==> config.mk <==
export PLATFORM = sky130hd
export DESIGN_NAME = request_encoder
export DESIGN_NICKNAME = d
export VERILOG_FILES = /design/src/rtl/encoder_pkg.sv /design/src/rtl/prio_enc8.sv /design/src/rtl/request_encoder.sv
export SDC_FILE = /design/constraint.sdc
export NUM_CORES = 1
export LEC_CHECK = 0
export BUFFER_PORTS_ARGS = -buffer_cell sky130_fd_sc_hd__buf_2
export CORE_UTILIZATION = 53
export DETAILED_ROUTE_END_ITERATION = 8
export PLACE_DENSITY = 0.86
export SLEW_MARGIN = 30
export SYNTH_ARGS = -nofsm -noshare
export SYNTH_HDL_FRONTEND = slang
export SYNTH_SLANG_ARGS = --single-unit
==> constraint.sdc <==
create_clock -name clk -period 4.3 [get_ports clk]
set_input_delay 1.29 -clock clk [delete_from_list [all_inputs] [get_ports clk]]
set_output_delay 1.29 -clock clk [all_outputs]
set_load 0.005 [all_outputs]
==> src/rtl/encoder_pkg.sv <==
// Shared definitions for the request encoder and the matching line decoder:
// sizes, FSM state encoding and the line <-> code mapping.
package encoder_pkg;

    localparam int NREQ = 8;
    localparam int CW   = 3;

    // Highest code value; line index and code are mirror images of each other.
    localparam logic [CW-1:0] MAX_CODE = CW'(NREQ - 1);

    typedef enum logic {
        ST_IDLE    = 1'b0,
        ST_PRESENT = 1'b1
    } state_t;

    // Line index (0..7) of req_n/pending to the code it represents.
    function automatic logic [CW-1:0] line_to_code(input logic [CW-1:0] line);
        return MAX_CODE - line;
    endfunction

    // Code back to the line index it occupies on req_n/pending.
    function automatic logic [CW-1:0] code_to_line(input logic [CW-1:0] code);
        return MAX_CODE - code;
    endfunction

    // One-hot mask of the line that carries a given code.
    function automatic logic [NREQ-1:0] code_onehot(input logic [CW-1:0] code);
        logic [NREQ-1:0] one;
        one = {{(NREQ-1){1'b0}}, 1'b1};
        return one << code_to_line(code);
    endfunction

endpackage

==> src/rtl/prio_enc8.sv <==
// Combinational priority encoder over the pending set. The highest set index
// wins, which is the lowest code.
module prio_enc8
    import encoder_pkg::*;
(
    input  logic [NREQ-1:0] pending,
    output logic [CW-1:0]   code,
    output logic            any
);

    // Ascending scan so the last (highest) set bit overrides earlier ones.
    always_comb begin
        code = '0;
        any  = 1'b0;
        for (int i = 0; i < NREQ; i++) begin
            if (pending[i]) begin
                code = line_to_code(CW'(i));
                any  = 1'b1;
            end
        end
    end

endmodule

==> src/rtl/request_encoder.sv <==
// Registered 8-to-3 active-low priority encoder with valid/ack handshake.
// Falling edges on req_n are latched into a sticky pending set; the highest
// priority pending request is presented as {C,B,A} until acknowledged.
module request_encoder
    import encoder_pkg::*;
(
    input  logic            clk,
    input  logic            rst_n,
    input  logic            G,
    input  logic [NREQ-1:0] req_n,
    input  logic            ack,
    output logic            C,
    output logic            B,
    output logic            A,
    output logic            valid,
    output logic            GS,
    output logic [NREQ-1:0] pending,
    output logic            ovf
);

    state_t          state;
    logic [NREQ-1:0] prev_n;
    logic [CW-1:0]   code_reg;

    logic [NREQ-1:0] edge_det;
    logic [NREQ-1:0] capt;
    logic [NREQ-1:0] clr;
    logic [NREQ-1:0] pending_next;
    logic            ovf_set;
    logic [CW-1:0]   prio_code;
    logic            prio_any;

    prio_enc8 u_prio (
        .pending (pending),
        .code    (prio_code),
        .any     (prio_any)
    );

    // Edge detection, clear of the acknowledged line and overrun detection.
    // A new edge on the line being cleared re-arms it (edge wins over clear).
    always_comb begin
        edge_det = prev_n & ~req_n;
        capt     = edge_det & {NREQ{~G}};
        clr      = '0;
        if (state == ST_PRESENT && ack) begin
            clr = code_onehot(code_reg);
        end
        pending_next = (pending & ~clr) | capt;
        ovf_set      = |(capt & pending & ~clr);
    end

    // Edge history, pending set and sticky overrun flag.
    always_ff @(posedge clk or negedge rst_n) begin
        if (!rst_n) begin
            prev_n  <= '1;
            pending <= '0;
            ovf     <= 1'b0;
        end else begin
            prev_n  <= req_n;
            pending <= pending_next;
            if (ovf_set) begin
                ovf <= 1'b1;
            end
        end
    end

    // Presentation FSM: latch the priority code from IDLE, hold it until ack.
    always_ff @(posedge clk or negedge rst_n) begin
        if (!rst_n) begin
            state    <= ST_IDLE;
            code_reg <= '0;
            valid    <= 1'b0;
        end else begin
            case (state)
                ST_IDLE: begin
                    if (!G && prio_any) begin
                        code_reg <= prio_code;
                        valid    <= 1'b1;
                        state    <= ST_PRESENT;
                    end
                end
                ST_PRESENT: begin
                    if (ack) begin
                        valid <= 1'b0;
                        state <= ST_IDLE;
                    end
                end
                default: begin
                    valid <= 1'b0;
                    state <= ST_IDLE;
                end
            endcase
        end
    end

    assign {C, B, A} = code_reg;
    assign GS        = ~prio_any;

endmodule
## Yosys cells after proc, flatten, opt, wreduce, memory -nomap -nowiden

Index checks and enable logic that the tools add are counted.

- Input port bits: 12
- Bits in registers: 22

- Muxes and demuxes: 23
- Equality and inequality tests: 2
- Add/sub/neg operators: 1
- Shift operators: 1
- Reduce and logical (&&, ||, !) cells: 6
- Bitwise operators: 11

Operators by type and width:

| cell | number |
|---|---|
| AND 8 bit | 5 |
| 2-to-1 mux 3 bit | 8 |
| inverter 8 bit | 2 |
| 2-to-1 mux 1 bit | 12 |
| 2-to-1 mux 8 bit | 1 |
| bitwise OR 8 bit | 1 |
| OR reduction 8 bit | 1 |
| << shifter 1 x 3 -> 8 bit (first input constant) | 1 |
| != test 2 bit (second input constant) | 2 |
| case mux 1 bit (2 select lines) | 2 |
| AND reduction 2 bit | 2 |
| inverter 1 bit | 3 |
| subtractor 3 bit (first input constant) | 1 |
| logical AND 1 bit | 2 |
| logical NOT 1 bit | 1 |

## Depth between registers and ports, before layout

- Depth after elaboration: 11
- Gate-level depth with buffers: 6
- Gate-level depth less buffers: 6

## By module

A second synthesis with hierarchy kept.

- Cell total of the unflattened synthesis: 88
- Area, all modules: 1,002.2 um^2

By module, submodules not included:

| module | area an instance (um^2) | cells an instance | times used | seq. area each (um^2) |
|---|---|---|---|---|
| request_encoder | 922.1 | 75 | 1 | 560.5 |
| prio_enc8 | 80.1 | 13 | 1 | 0.0 |

## Worst setup path before layout

OpenSTA, ideal clock, no wires.

- Path kind: register -> output
- Start point: reg pending[5]
- End point: out GS
- Arrival: 1,109 ps
- Setup slack: 1,901 ps
- Path buffers: 0
- Cell stages (with the launch flop): 3
- Path through: dfrtp_1 > or4_4 > nor2_1

- Cells in the longest elaborated chain, start to end: 4

Ends and longest elaborated chain:

| item | line | RTL |
|---|---|---|
| start, declared | request_encoder.sv:17 | `output logic [NREQ-1:0] pending,` |
| start signal, assigned | request_encoder.sv:60 | `pending <= pending_next;` |
| 2-to-1 mux 1 bit (3 in a row) | prio_enc8.sv:16 | `if (pending[i]) begin` |
| inverter 1 bit | request_encoder.sv:97 | `assign GS = ~prio_any;` |
| end, declared | request_encoder.sv:16 | `output logic GS,` |

No other way between the ends.

## Final worst setup path

Ends and elaborated chain as after synthesis.

==> impl_metrics.xml <==
<?xml version="1.0" encoding="UTF-8"?>
<metrics>
  <group name="outcome">
    <metric name="outcome" unit="">complete, but fails checks</metric>
    <metric name="failed_checks" unit="">DRC</metric>
  </group>
  <group name="sta">
    <metric name="slew_headroom" unit="">0.6896</metric>
    <metric name="fin_worst_skew" unit="ps">2.891</metric>
    <metric name="final.period_utilization" unit="">0.6582</metric>
    <metric name="achievable-frequency" unit="MHz">353.3</metric>
    <metric name="fin_tns_setup" unit="ps">0</metric>
    <metric name="report.final.slew_viol_count" unit="">0</metric>
    <metric name="finalHoldViolCount" unit="">0</metric>
    <metric name="grt_setup_unrepaired" unit="">false</metric>
    <metric name="final.setup.worst_slack" unit="ps">1470</metric>
    <metric name="timing.final.setup_violations" unit="">0</metric>
    <metric name="worstMarginPinSlew" unit="ps">465.6</metric>
    <metric name="layout_min_cycle_time" unit="ps">2830</metric>
  </group>
  <group name="routing">
    <metric name="drt_first_pass_iters" unit="">8</metric>
    <metric name="avgRoutedWirePerCell" unit="µm">13.48</metric>
    <metric name="detail_route.drc_violations" unit="">3</metric>
    <metric name="finalWirelength" unit="µm">1699</metric>
    <metric name="route.detailed.vias_per_inst" unit="">5.738</metric>
    <metric name="dr.first_iter.drc_count" unit="">16</metric>
    <metric name="remaining_number_of_nets_flagged_by_the_antenna_check_after_routing" unit="">0</metric>
    <metric name="vias" unit="">723</metric>
  </group>
  <group name="layout">
    <metric name="stdcell_count" unit="">126</metric>
    <metric name="num-fill-cells" unit="">125</metric>
    <metric name="design.final.nets" unit="">123</metric>
    <metric name="drive_gt1_frac" unit="">0.3455</metric>
    <metric name="antenna_cells_inserted" unit="">0</metric>
    <metric name="area_added_between_synthesis_and_finish" unit="%">18.51</metric>
  </group>
  <group name="cts">
    <metric name="clk_transition_reported_paths" unit="ps">110</metric>
    <metric name="cts.sink_count" unit="">22</metric>
    <metric name="clock_tree.root_cell" unit="">clkbuf_4</metric>
    <metric name="numCtsBuffers" unit="">3</metric>
    <metric name="h-tree-depth" unit="">1</metric>
    <metric name="tritoncts" unit="">done</metric>
    <metric name="post_cts_hold_buffers" unit="">0</metric>
    <metric name="postCtsSetupRepairBufs" unit="">0</metric>
    <metric name="cts_max_path_bufs" unit="">2</metric>
    <metric name="insertion_delay" unit="ps">300</metric>
    <metric name="cts.repair.resized" unit="">0</metric>
  </group>
  <group name="worst_setup_path">
    <metric name="worst-r2r-cell-count" unit="">4</metric>
    <metric name="timing.critical_path.required" unit="ps">3010</metric>
    <metric name="worst_setup_path_end_kind" unit="">output pin</metric>
    <metric name="timing.rr.start" unit="">pending[5]</metric>
    <metric name="timing.reg2reg.setup_slack" unit="ps">2770</metric>
    <metric name="crit_arrival" unit="ps">1540</metric>
    <metric name="criticalPathCategory" unit="">flip-flop to output pin</metric>
    <metric name="crit_path_cells" unit="">or4_4 &gt; nor2_1 &gt; buf_2</metric>
    <metric name="regToRegEndpoint" unit="">code_reg[0]</metric>
    <metric name="worst-path-stages" unit="">3</metric>
    <metric name="worst-path-max-fanout" unit="">5</metric>
    <metric name="cp_top_family" unit="">simple AND/OR/NAND/NOR gates</metric>
    <metric name="critical_path.slowest_cell" unit="">or4_4</metric>
    <metric name="number_of_buffer_and_inverter_stages_on_the_critical_path" unit="">1</metric>
    <metric name="endpoint" unit="">GS</metric>
    <metric name="crit_path_max_incr_delay" unit="ps">580</metric>
    <metric name="startpoint_type" unit="">flip-flop</metric>
    <metric name="setup.worst_path.start" unit="">pending[5]</metric>
  </group>
  <group name="synth">
    <metric name="total_of_flip_flops_plus_latches_after_synthesis" unit="">22</metric>
    <metric name="flip_flop_cell_with_the_highest_count_after_synthesis" unit="">dfrtp_1</metric>
    <metric name="synth.most_common_cell" unit="">dfrtp_1</metric>
    <metric name="synth_largest_area_cell" unit="">dfrtp_1</metric>
    <metric name="ys_async_sr_fraction" unit="">1.000</metric>
    <metric name="synth.yosys.seq_area_share" unit="">0.6188</metric>
    <metric name="netlist-cell-type-count" unit="">22</metric>
    <metric name="post_synth_edffs" unit="">0</metric>
    <metric name="synth_commonest_cells" unit="">dfrtp_1, nand2b_1, o21ai_1, dfstp_2, o21ai_0</metric>
    <metric name="syn_avg_cell_area" unit="µm²">11.05</metric>
    <metric name="mappedNetlistNets" unit="">94</metric>
    <metric name="synth_warnings" unit="">0</metric>
    <metric name="top_cells_by_area_in_the_synthesized_netlist" unit="">dfrtp_1, dfstp_2, nand2b_1, o21ai_1, o21ai_0</metric>
    <metric name="post_synth_instance_area" unit="µm²">905.9</metric>
    <metric name="synth.top_cell.area_share" unit="">0.3867</metric>
    <metric name="syn-instance-count" unit="">82</metric>
  </group>
  <group name="die">
    <metric name="io-pin-count" unit="">26</metric>
    <metric name="fp.dieArea" unit="mm²">0.001878</metric>
    <metric name="core_area" unit="mm²">0.001559</metric>
    <metric name="start_util" unit="">0.5811</metric>
    <metric name="die_h" unit="µm">43.34</metric>
    <metric name="std_cell_rows" unit="">14</metric>
    <metric name="die_extent_in_x" unit="µm">43.34</metric>
  </group>
  <group name="grt">
    <metric name="gr-total-overflow" unit="">0</metric>
    <metric name="grt_pass1_vias" unit="">660</metric>
    <metric name="antenna_found_initial" unit="">0</metric>
    <metric name="grt_usage" unit="">0.2073</metric>
    <metric name="grt_first_pass_wirelength" unit="µm">2801</metric>
    <metric name="grt_start_max_net_pins" unit="">23</metric>
  </group>
  <group name="placement">
    <metric name="gp_routability_congestion" unit="">0.7931</metric>
    <metric name="dp_worst_setup_slack" unit="ps">1813</metric>
    <metric name="detailed_place_hpwl" unit="µm">1291</metric>
    <metric name="place.port_buffers" unit="">25</metric>
    <metric name="place.detailed.instances" unit="">122</metric>
  </group>
  <group name="run">
    <metric name="max_cap_viol" unit="">0</metric>
  </group>
  <group name="worst_hold_path">
    <metric name="worst_hold_path_type" unit="">flip-flop to flip-flop</metric>
  </group>
  <group name="power_and_ir_drop">
    <metric name="power_leakage" unit="nW">0.4564</metric>
    <metric name="ir_worst_vdd" unit="mV">0.3102</metric>
    <metric name="power_density" unit="mW/mm²">480.5</metric>
  </group>
</metrics>
==> power breakdown <==
part	internal, W	switching, W
logic	0.0000613	0.0000677
clock network	0.0000362	0.0000573
registers	0.000249	0.0000444
==> cell families (layout without fill, tap and decap cells) <==
group                  Yosys count  after routing  synth area share
AO/OA/AOI/OAI                   31             31            0.2155
AND/OR/NAND/NOR                 24             24            0.1450
flip-flops                      22             22            0.6188
buffers and inverters            5             33           0.02071
==> layout by cell type, fill, tap and decap left out, drive strengths merged <==
cell type and instances:
inv 4, o22ai 2, o22a 1, or4 1, nand2 4, nor3 3, nor2 4, o221ai 1
buf 25, clkbuf 4, o21ai 16, nand3 1, o41ai 1, nand3b 1, a21oi 4, nand2b 10
o21bai 2, o31ai 3, a22oi 1, dfrtp 14, dfstp 8
==> how the worst min path moves through the flow <==
stage / start / endpoint / slack, ps / cells after the start
global placement: ovf / ovf / 460 / 1
floorplan: ovf / ovf / 470 / 1
global route: ovf / ovf / 510 / 1
CTS: ovf / ovf / 490 / 1
finish: ovf / ovf / 490 / 1
detailed placement: ovf / ovf / 460 / 1
==> layer usage <==
layer,up-vias,global-route usage,part of all wire
met5,-,0,0
met4,0,0.1125,0.012
met3,3,0.02500,0.051
met2,31,0.3636,0.52
met1,336,0.2486,0.42
li1,353,-,-
==> layout make-up <==
class / count / area, µm² / area share
Sequential cell: 22 / 560.5 / 0.5221
Inverter: 4 / 15.01 / 0.01399
Timing Repair Buffer: 25 / 125.1 / 0.1166
Multi-Input combinational cell: 55 / 326.6 / 0.3042
Clock buffer: 4 / 26.28 / 0.02448
Tap cell: 16 / 20.02 / 0.01865
==> per-stage QoR <==
step / util / area [µm²] / hold slack [ps] / total power [W]
after floorplan: - / 905.9 / 467.8 / 0.0003604
after global placement: 0.6718 / 1047 / 460.5 / 0.0004194
after detailed placement: 0.6718 / 1047 / 463.8 / 0.0004257
after CTS: 0.6886 / 1074 / 492.6 / 0.0005190
after global routing: 0.6886 / 1074 / 507.1 / 0.0005475
final: 0.6886 / 1074 / 489.1 / 0.0005158
No activity file was read; power rests on OpenSTA's default activity.
